--- src/rtl/pf_pkg.sv ---
// Shared types and constants for the next-line prefetcher.
package pf_pkg;

  localparam int LINE_BITS     = 256;
  localparam int OFFSET_BITS   = 5;
  localparam int PAGE_BITS     = 12;
  localparam int ADDR_BITS     = 32;
  localparam int LINE_NUM_BITS = ADDR_BITS - OFFSET_BITS;

  typedef enum logic [1:0] {
    IDLE  = 2'd0,
    PEND  = 2'd1,
    FETCH = 2'd2,
    READY = 2'd3
  } pf_state_e;

  // Line-aligned address of the line following the one containing addr.
  // The 27-bit line number never wraps because last-in-page misses are dropped.
  function automatic logic [ADDR_BITS-1:0] next_line_addr(input logic [ADDR_BITS-1:0] addr);
    logic [LINE_NUM_BITS-1:0] line_num;
    line_num       = addr[ADDR_BITS-1:OFFSET_BITS] + LINE_NUM_BITS'(1);
    next_line_addr = {line_num, {OFFSET_BITS{1'b0}}};
  endfunction

  // True when addr falls in the last line of its 4 KiB page.
  function automatic logic is_last_line_in_page(input logic [ADDR_BITS-1:0] addr);
    is_last_line_in_page = &addr[PAGE_BITS-1:OFFSET_BITS];
  endfunction

endpackage

--- src/rtl/next_line_prefetcher.sv ---
// Next-line prefetcher: on a demand miss, fetches the following cache line
// into a one-entry buffer once the cache stops using physical memory, then
// offers it to the cache until the cache acknowledges the fill.
module next_line_prefetcher
  import pf_pkg::*;
(
  input  logic                  clk,
  input  logic                  rst,
  input  logic                  prefetch_start,
  input  logic [ADDR_BITS-1:0]  miss_addr,
  input  logic                  demand_busy,
  input  logic                  pf_ack,
  input  logic                  pf_lru,
  output logic                  pf_pmem_read,
  output logic [ADDR_BITS-1:0]  pf_pmem_address,
  input  logic                  pf_pmem_resp,
  input  logic [LINE_BITS-1:0]  pf_pmem_rdata,
  output logic                  prefetch_ready,
  output logic [LINE_BITS-1:0]  pf_line,
  output logic [ADDR_BITS-1:0]  pf_addr,
  output logic                  pf_cache_way
);

  pf_state_e             state_q, state_d;
  logic                  start_q, start_d;
  logic [ADDR_BITS-1:0]  pf_addr_q, pf_addr_d;
  logic [LINE_BITS-1:0]  pf_line_q, pf_line_d;
  logic                  pf_way_q, pf_way_d;
  logic [ADDR_BITS-1:0]  last_pf_q, last_pf_d;
  logic                  last_valid_q, last_valid_d;

  logic                  start_evt;
  logic [ADDR_BITS-1:0]  target;
  logic                  accept;

  // Start qualification: rising edge of the held start, not at a page end,
  // and not a repeat of the line most recently fetched.
  always_comb begin
    start_evt = prefetch_start & ~start_q;
    target    = next_line_addr(miss_addr);
    accept    = start_evt
              & ~is_last_line_in_page(miss_addr)
              & ~(last_valid_q & (target == last_pf_q));
  end

  // Next-state and datapath updates for the IDLE/PEND/FETCH/READY flow.
  always_comb begin
    state_d      = state_q;
    start_d      = prefetch_start;
    pf_addr_d    = pf_addr_q;
    pf_line_d    = pf_line_q;
    pf_way_d     = pf_way_q;
    last_pf_d    = last_pf_q;
    last_valid_d = last_valid_q;
    unique case (state_q)
      IDLE: begin
        if (accept) begin
          pf_addr_d = target;
          state_d   = PEND;
        end
      end
      PEND: begin
        // A newer miss replaces the pending target and restarts the wait.
        if (accept) begin
          pf_addr_d = target;
        end else if (!demand_busy) begin
          state_d = FETCH;
        end
      end
      FETCH: begin
        if (pf_pmem_resp) begin
          pf_line_d    = pf_pmem_rdata;
          pf_way_d     = pf_lru;
          last_pf_d    = pf_addr_q;
          last_valid_d = 1'b1;
          state_d      = READY;
        end
      end
      READY: begin
        if (pf_ack) begin
          state_d = IDLE;
        end
      end
      default: state_d = IDLE;
    endcase
  end

  // State and buffer registers; reset forces IDLE and clears the buffer.
  always_ff @(posedge clk or negedge rst) begin
    if (!rst) begin
      state_q      <= IDLE;
      start_q      <= 1'b0;
      pf_addr_q    <= '0;
      pf_line_q    <= '0;
      pf_way_q     <= 1'b0;
      last_pf_q    <= '0;
      last_valid_q <= 1'b0;
    end else begin
      state_q      <= state_d;
      start_q      <= start_d;
      pf_addr_q    <= pf_addr_d;
      pf_line_q    <= pf_line_d;
      pf_way_q     <= pf_way_d;
      last_pf_q    <= last_pf_d;
      last_valid_q <= last_valid_d;
    end
  end

  // Outputs decode straight from state so reset drops the read request at once.
  always_comb begin
    pf_pmem_read    = (state_q == FETCH);
    pf_pmem_address = pf_addr_q;
    prefetch_ready  = (state_q == READY);
    pf_line         = pf_line_q;
    pf_addr         = pf_addr_q;
    pf_cache_way    = pf_way_q;
  end

endmodule

--- config.mk ---
export PLATFORM = sky130hd
export DESIGN_NAME = next_line_prefetcher
export DESIGN_NICKNAME = d
export VERILOG_FILES = /design/src/rtl/pf_pkg.sv /design/src/rtl/next_line_prefetcher.sv
export SDC_FILE = /design/constraint.sdc
export NUM_CORES = 1
export LEC_CHECK = 0
export CAP_MARGIN = 15
export CORE_AREA = 2 2 243 245
export CTS_CLUSTER_DIAMETER = 120
export DETAILED_ROUTE_END_ITERATION = 10
export DIE_AREA = 0 0 245 247
export HOLD_SLACK_MARGIN = 0.15
export PLACE_DENSITY_LB_ADDON = 0.08
export SKIP_LAST_GASP = 1
export SYNTH_ARGS = -nofsm -noshare
export SYNTH_HDL_FRONTEND = slang
export SYNTH_SLANG_ARGS = --single-unit
--- constraint.sdc ---
create_clock -name clk -period 2.8 [get_ports clk]
set_input_delay 0.56 -clock clk [delete_from_list [all_inputs] [get_ports clk]]
set_output_delay 0.56 -clock clk [all_outputs]
set_load 0.02 [all_outputs]
-- Word level (Yosys, flattened, before mapping)
Cells that the tools add are included.
- reductions and logical operators: 6
- bitwise logic cells: 7
- muxes and demuxes: 6
- add/subtract/negate cells: 1
- equal/unequal tests: 9
- operators by type and width (operator ; number):
    adder 27 x 1 -> 27 bit, second input constant ; 1
    equality test 27 bit ; 1
    two-way mux 2 bit ; 5
    inequality test 2 bit, second input constant ; 4
    case mux 2 bit (4 select lines) ; 1
    AND reduction 7 bit ; 1
    AND reduction 5 bit ; 1
    AND 1 bit ; 4
    equality test 2 bit, second input constant ; 2
    AND reduction 2 bit ; 2
    NOT 1 bit ; 3
    equality test 2 x 1 -> 1 bit, second input constant ; 1
    zero test 2 bit ; 1
    inequality test 2 x 1 -> 1 bit, second input constant ; 1
    OR reduction 2 bit ; 1
- register bits after elaboration: 315

-- Longest topological paths before layout
Gate-level depths: netlist (run 1).
- depth after elaboration: 7
- gate-level depth with buffers: 13

-- Least setup slack after synthesis (run 1)
No wires, ideal clock.
- kind: input to register
- start: in miss_addr[5]
- end: reg pf_addr_q[14], in the netlist pf_addr[14]
- data arrival time: 3218 ps
- setup time: 125 ps
- cell stages on the path: 12
- path slack: -543 ps
- required time: 2675 ps
- cells stage by stage: ha_1 > nand3_2 > nor4_4 > nand4_1 > xor3_1 > o211ai_1 > or4_4 > o31ai_4 > or2_1 > buf_6 > buf_12 > mux2_4
- cells in the longest elaborated chain, start to end: 6
- elaborated cells on any way between the ends: 9
- classes of those cells: add/sub: 1; eq/ne: 1; bitwise: 5; reduce/logical: 2
- RTL lines (what ; RTL line ; RTL):
    start: declaration ; next_line_prefetcher.sv:10 ; input logic [ADDR_BITS-1:0] miss_addr,
    adder 27 x 1 -> 27 bit ; pf_pkg.sv:21 ; line_num = addr[ADDR_BITS-1:OFFSET_BITS] + LINE_NUM_BITS'(1);
    equality test 27 bit ; next_line_prefetcher.sv:43 ; & ~(last_valid_q & (target == last_pf_q));
    AND 1 bit ; next_line_prefetcher.sv:43 ;
    NOT 1 bit ; next_line_prefetcher.sv:43 ;
    AND 1 bit ; next_line_prefetcher.sv:43 ;
    AND reduction 2 bit (no line) ; -- ;
    end signal: assignment ; next_line_prefetcher.sv:101 ; pf_addr_q <= pf_addr_d;
    end: declaration ; next_line_prefetcher.sv:26 ; logic [ADDR_BITS-1:0] pf_addr_q, pf_addr_d;
Parallel ways exist; a longest one is shown, timed or not.
A chain may end at the register's enable or synchronous reset.

-- Worst setup path after layout (run 1)
- start: in miss_addr[5]
- end: reg state_q[1]
- cells in the longest elaborated chain, start to end: 7
- elaborated cells on any way between the ends: 11
- classes of those cells: add/sub: 1; eq/ne: 3; bitwise: 5; reduce/logical: 2
- RTL lines (what ; RTL line ; RTL):
    adder 27 x 1 -> 27 bit ; pf_pkg.sv:21 ;
    equality test 27 bit ; next_line_prefetcher.sv:43 ;
    AND 1 bit ; next_line_prefetcher.sv:43 ;
    NOT 1 bit ; next_line_prefetcher.sv:43 ;
    AND 1 bit * ; next_line_prefetcher.sv:43 ;
    inequality test 2 bit (no line) ; -- ;
    AND reduction 5 bit (no line) * ; -- ;
    end signal: assignment ; next_line_prefetcher.sv:99 ; state_q <= state_d;
    end: declaration ; next_line_prefetcher.sv:24 ; pf_state_e state_q, state_d;
Mark *: on every way between the ends. The rest lies on a longest branch, timed or not.

==> results of run 1 <==
[cells by family (layout without fill, tap and decap cells)]
group / Yosys count / in the layout / share of synthesized area
AOI/OAI and AO/OA: 49 / 49 / 0.0231
xor gates and xnor gates: 50 / 50 / 0.0350
adders and majority gates: 5 / 5 / 0.00470
buffers and inverters: 96 / 831 / 0.0402
DFF: 315 / 315 / 0.592
muxes: 305 / 305 / 0.260
other: 1 / 10 / 0.000282
and+or+nand+nor: 98 / 98 / 0.0444
[stage by stage]
step / setup TNS, ps / setup slack (ps) / instance area [µm²] / cells / hold WS (ps)
6_report: -17.5 / -17.5 / 22700 / 2436 / 417
5_1_grt: -546 / -78.2 / 22700 / 2436 / 401
4_1_cts: -935 / -125 / 22500 / 2424 / 403
3_5_place_dp: -30000 / -1140 / 20800 / 2323 / 461
3_3_place_gp: -30130 / -1150 / 20800 / 2323 / 465
2_1_floorplan: -9650 / -437 / 13400 / 928 / 264
[area by class of cell]
type                    instances  area (µm²)
clock buffers                  62        1250
clock inverters                11         113
fillers                      5602       35500
inverters                      13        48.8
multi-input cells             517        5150
flip-flops and latches        315        7880
well taps                     773         967
repair buffers                745        7330
[registers in the layout, indices dropped and copies added, names as in the netlist]
register,flops
pf_line,256
last_pf_q,27
pf_addr,27
state_q,2
last_valid_q,1
pf_cache_way,1
start_q,1
[synth_stat cells (6+ instances only)]
cell	n	area share
buf_4	38	0.021
mux2_2	293	0.25
clkbuf_1	32	0.0090
nor2_1	13	0.0037
nand2_1	17	0.0048
dfrtp_1	315	0.59
nand4_1	10	0.0047
o21ai_0	28	0.011
nand3_1	8	0.0030
inv_1	13	0.0037
nor3_1	9	0.0034
xor2_1	10	0.0066
mux2_4	9	0.010
nor4_1	7	0.0033
and3_1	6	0.0028
buf_2	7	0.0026
xnor2_1	38	0.025
[what timing repair did]
| action | CTS | global route |
|---|---|---|
| cloned | 0 | 1 |
| hold buffers | 1 | 0 |
| setup buffers | 28 | 15 |
| hold endpoints to repair | 51 | 0 |
| resized for setup | 98 | 58 |
| setup endpoints to repair | 29 | 29 |
| pin swaps | 19 | 22 |
[report_power, final]
| part | internal [mW] | switching [mW] |
|---|---|---|
| registers | 6.88 | 1.45 |
| logic | 7.01 | 6.13 |
| clock network | 3.25 | 2.08 |
| total | 17.1 | 9.67 |
[final timing paths]
kind	from	end	depth (start not counted)	slack (ps)
max in group asynchronous	rst	last_pf_q[6]	3	1430
worst min register to register	last_valid_q	last_valid_q	1	470
worst max-delay path	miss_addr[5]	state_q[1]	13	-20
worst min-delay path	miss_addr[5]	pf_addr[5]	4	420
worst max register to register	last_pf_q[6]	state_q[1]	10	120
min in group asynchronous	rst	pf_line[65]	2	530
[worst max-delay path: cells and delay by family]
kind            cells  cell delay, ps
compound gates      2             470
xor+xnor            1             170
buf+inv             4             480
mux                 2             600
simple gates        4             960
[routing by layer]
layer  up-vias  track usage  routed length (µm)
met2       353        0.277               25500
met1      5026        0.182               18800
met5         -            0                  56
li1       4621            -                   -
met4        10       0.0409                 996
met3        76       0.0596                3990
[layout by cell type (no fill, tap or decap), types with 3 or more instances in the layout]
cell type / instances
dfrtp_1: 315
clkinv_2: 7
dlygate4sd2_1: 3
nor2_1: 13
inv_1: 13
nor3_2: 3
buf_8: 3
mux2_4: 16
o21ai_0: 25
nand3_4: 3
clkbuf_1: 9
buf_2: 4
clkdlybuf4s50_1: 576
nor3_1: 6
nand2b_1: 5
nand3_1: 7
clkbuf_8: 10
clkbuf_2: 5
or3_1: 4
buf_12: 15
mux2_2: 286
nand4_1: 10
a21oi_1: 5
mux2i_1: 3
buf_4: 115
o21ai_1: 3
nand2_1: 16
ha_1: 4
nor4_2: 5
xnor2_2: 6
xor2_1: 9
nand4_4: 3
buf_6: 18
conb_1: 10
clkbuf_16: 44
xnor2_1: 32
and3_4: 4
==> results.tsv, run 1 <==
stage	metric	value	unit
grt	first-pass GRT wire length	71.8	mm
synthesis	register area share after synthesis	0.592	
pwr	Peak VDD IR	0.617	mV
timing	Final Hold Vio Count	0	
detailed_routing	total number of vias	10100	
cts	clk root buf	clkbuf_16	
grt	largest net degree at the start of global routing	61	
worst_setup_path	Critical Path Fanout Max	4	
worst_setup_path	crit-path cells	buf_12, buf_8, nand4_4, buf_4, or3_1, or2_1, xor2_1, a21oi_1, nand4_1, o31ai_4, buf_6, mux2_4, mux2_4	
detailed_routing	final antenna-violating net count	0	
grt	initial antenna violation count	5	
cells_and_area	share of cells above drive strength 1	0.339	
synthesis	asr flop ratio synth	1.00	
cts	H-Tree Depth	2	
floorplan	Die H	247	µm
floorplan	starting density of the core	0.229	
grt	Tot GR Track Use	0.159	
worst_setup_path	Crit path largest cell delay	400	ps
synthesis	flops & latches, synth	315	
placement	routability cong.	0.819	
cts	CTS tree	yes	
floorplan	Rows	89	
worst_setup_path	Most common cell on crit path	mux2_4	
cells_and_area	area grow syn2layout	70.8	%
cells_and_area	n_diodes	0	
cts	CTS Buf Count	41	
cells_and_area	Final Util	0.390	
floorplan	total die area	60500	µm²
detailed_routing	Routed WL	49.4	mm
grt	vias in the first global route	10700	
synthesis	Cell variety after synth	55	
synthesis	Mapped Cells	919	
status	status	finished, violations left	
worst_setup_path	critical path class	input port to register	
floorplan	total core area	58200	µm²
timing	slew margin rel.	0.626	
status	failing checks	negative setup slack	
detailed_routing	initial drt markers	319	
synthesis	synthesized area	13300	µm²
cells_and_area	layout net count	1933	
grt	GRT overflow	0	
timing	crit share post-route	1.01	
synthesis	Yosys warnings	0	
detailed_routing	DR pass1 iterations	4	
detailed_routing	via/cell ratio	4.14	
worst_setup_path	CP Data Arrival Time	3250	ps
detailed_routing	Routed WL per cell	20.3	µm
pwr	Power Total	26.8	mW
timing	Clock Skew	11.6	ps
cts	clock tree sinks	315	
floorplan	IO Count	618	
cts	Worst-path clk slew	60	ps
worst_setup_path	Slowest cell on crit path	or3_1	
placement	hpwl dp	37.6	mm
floorplan	Die W	245	µm
worst_hold_path	Hold Crit Class	input port to register	
cts	CTS Buffer Depth	3	
synthesis	Synth Flop Type	dfrtp_1	
timing	Tmin final	2820	ps
run	max cap viols	0	
timing	Pins Over Slew Limit	0	
synthesis	Syn Area/Cell	14.5	µm²
detailed_routing	Remaining DRCs	0	
synthesis	Post-synth EDFFs	0	
timing	Worst Tran Pin Value	561	ps
timing	RSZ-0062 raised after global routing	true	
worst_setup_path	CP endpoint kind	register	
pwr	PD cells	1180	nW/µm²
worst_setup_path	CP Data Required Time	3230	ps
placement	PortBufs	602	
timing	fin worst setup slack	-17.5	ps
pwr	Leakage	9.55	nW
timing	Fmax	355	MHz
cts	clk_lat worst skew	560	ps
worst_setup_path	Setup crit start kind	input port	
timing	# setup viols final	1	
(Power assumes the default switching activity.)
==> run 2: changes to the inputs <==
- MAX_ROUTING_LAYER: not set -> met4
==> results.tsv, run 2 (synthesis results as in run 1) <==
stage	metric	value	unit
cts	Worst-path clk slew	60	ps
detailed_routing	total number of vias	10100	
timing	Clock Skew	14.2	ps
worst_setup_path	CP Data Required Time	3230	ps
placement	routability cong.	0.832	
grt	vias in the first global route	10700	
timing	Final Hold Vio Count	0	
placement	PortBufs	602	
detailed_routing	Routed WL	49.4	mm
grt	largest net degree at the start of global routing	61	
timing	Pins Over Slew Limit	0	
run	max cap viols	0	
floorplan	Die W	245	µm
worst_setup_path	Critical Path Fanout Max	5	
floorplan	Die H	247	µm
floorplan	total die area	60500	µm²
worst_setup_path	Crit path largest cell delay	360	ps
floorplan	IO Count	618	
cts	clk root buf	clkbuf_16	
timing	fin worst setup slack	-4.31	ps
grt	Tot GR Track Use	0.163	
timing	slew margin rel.	0.635	
cells_and_area	Largest register FFs	256	
cts	CTS Buf Count	41	
pwr	Peak VDD IR	0.616	mV
worst_setup_path	cell family with most CP delay	simple AND/OR/NAND/NOR gates	
floorplan	Rows	89	
cts	CTS tree	yes	
detailed_routing	DR pass1 iterations	4	
cts	clk_lat worst skew	560	ps
worst_setup_path	Setup crit start kind	input port	
worst_hold_path	Hold Crit Class	input port to register	
status	failing checks	negative setup slack	
detailed_routing	Remaining DRCs	0	
detailed_routing	final antenna-violating net count	0	
pwr	Leakage	9.55	nW
cts	clock tree sinks	315	
worst_setup_path	critical path class	input port to register	
status	status	finished, violations left	
cts	CTS Buffer Depth	3	
timing	RSZ-0062 raised after global routing	true	
cts	H-Tree Depth	2	
cells_and_area	most frequent cells in the layout	clkdlybuf4s50_1 (576), dfrtp_1 (315), mux2_2 (286)	
timing	Worst Tran Pin Value	548	ps
timing	Fmax	357	MHz
detailed_routing	initial drt markers	274	
worst_setup_path	CP bufs+invs	4	
floorplan	starting density of the core	0.229	
grt	first-pass GRT wire length	71.6	mm
grt	initial antenna violation count	5	
floorplan	total core area	58200	µm²
cells_and_area	layout net count	1933	
worst_setup_path	crit-path cells	buf_8, nand4_4, nor4_4, buf_4, buf_6, nand4_1, xnor2_2, xnor2_1, nand4_1, o31ai_4, buf_6, mux2_4, mux2_4	
cells_and_area	share of cells above drive strength 1	0.339	
cells_and_area	most common cell after layout, fill and taps aside	clkdlybuf4s50_1	
timing	Tmin final	2800	ps
detailed_routing	via/cell ratio	4.15	
placement	hpwl dp	37.6	mm
pwr	PD cells	1180	nW/µm²
cells_and_area	final std cells w/o fill	2442	
timing	crit share post-route	1.00	
detailed_routing	Routed WL per cell	20.2	µm
grt	GRT overflow	0	
timing	# setup viols final	1	
worst_setup_path	CP Data Arrival Time	3230	ps
placement	Place WS	-1140	ps
cells_and_area	area grow syn2layout	70.9	%
worst_setup_path	Slowest cell on crit path	nor4_4	
placement	Cell Count Post-Placement	2323	
worst_setup_path	CP endpoint kind	register	
run 2: changes by cell type in the layout (fill, tap and decap cells not counted), sizes merged:
cell / change
diode: +6
run 2: path summary, 6_finish.rpt:
path / to / cells past startpoint / slack, ps / start
max: state_q[1] / 13 / -4 / miss_addr[11]
min: pf_addr[5] / 4 / 410 / miss_addr[5]
max reg2reg: state_q[1] / 10 / 130 / last_pf_q[6]
min reg2reg: last_valid_q / 1 / 470 / last_valid_q
max in group asynchronous: last_pf_q[8] / 3 / 1440 / rst
min in group asynchronous: pf_line[65] / 2 / 540 / rst
run 2: worst min-delay path: cells and delay by family:
kind	cells	cell delay, ps
compound gates	1	60
buf+inv	3	290
run 2: per-stage QoR:
step	total power, mW	util	hold WS, ps	setup TNS, ps	cell area (µm²)
2_1_floorplan	14.8	-	264	-9650	13400
3_3_place_gp	21.5	0.358	465	-30130	20800
3_5_place_dp	21.6	0.358	461	-30000	20800
4_1_cts	27.2	0.386	403	-935	22500
5_1_grt	28.3	0.391	401	-546	22700
6_report	26.8	0.391	415	-4.31	22800
run 2: cell type report:
class / count / area (µm²)
Inverter: 13 / 48.8
Antenna cell: 6 / 15.0
Clock inverter: 11 / 113
Tap cell: 773 / 967
Fill cell: 5601 / 35500
Sequential cell: 315 / 7880
Clock buffer: 62 / 1250
Timing Repair Buffer: 745 / 7330
Multi-Input combinational cell: 517 / 5150
run 2: report_power, final:
group	internal, mW	switching, mW	total [mW]
sequential	6.88	1.46	8.34
combinational	7.01	6.14	13.1
clock	3.25	2.08	5.33
run 2: metal layers:
metal  part of all wire  wire, µm  GRT usage
met1               0.38     19000      0.184
met2               0.52     25700      0.278
met3              0.077      3830     0.0548
met4              0.018       913     0.0404
met5                  0         0          -
run 2: timing repair:
item                                    4_1_cts  5_1_grt
pin swaps                                    19       22
endpoints found under the setup margin       29       29
gates cloned                                  0        1
setup buffers                                28       15
hold buffers                                  1        0
resized for setup                            98       58
endpoints found under the hold margin        51        0
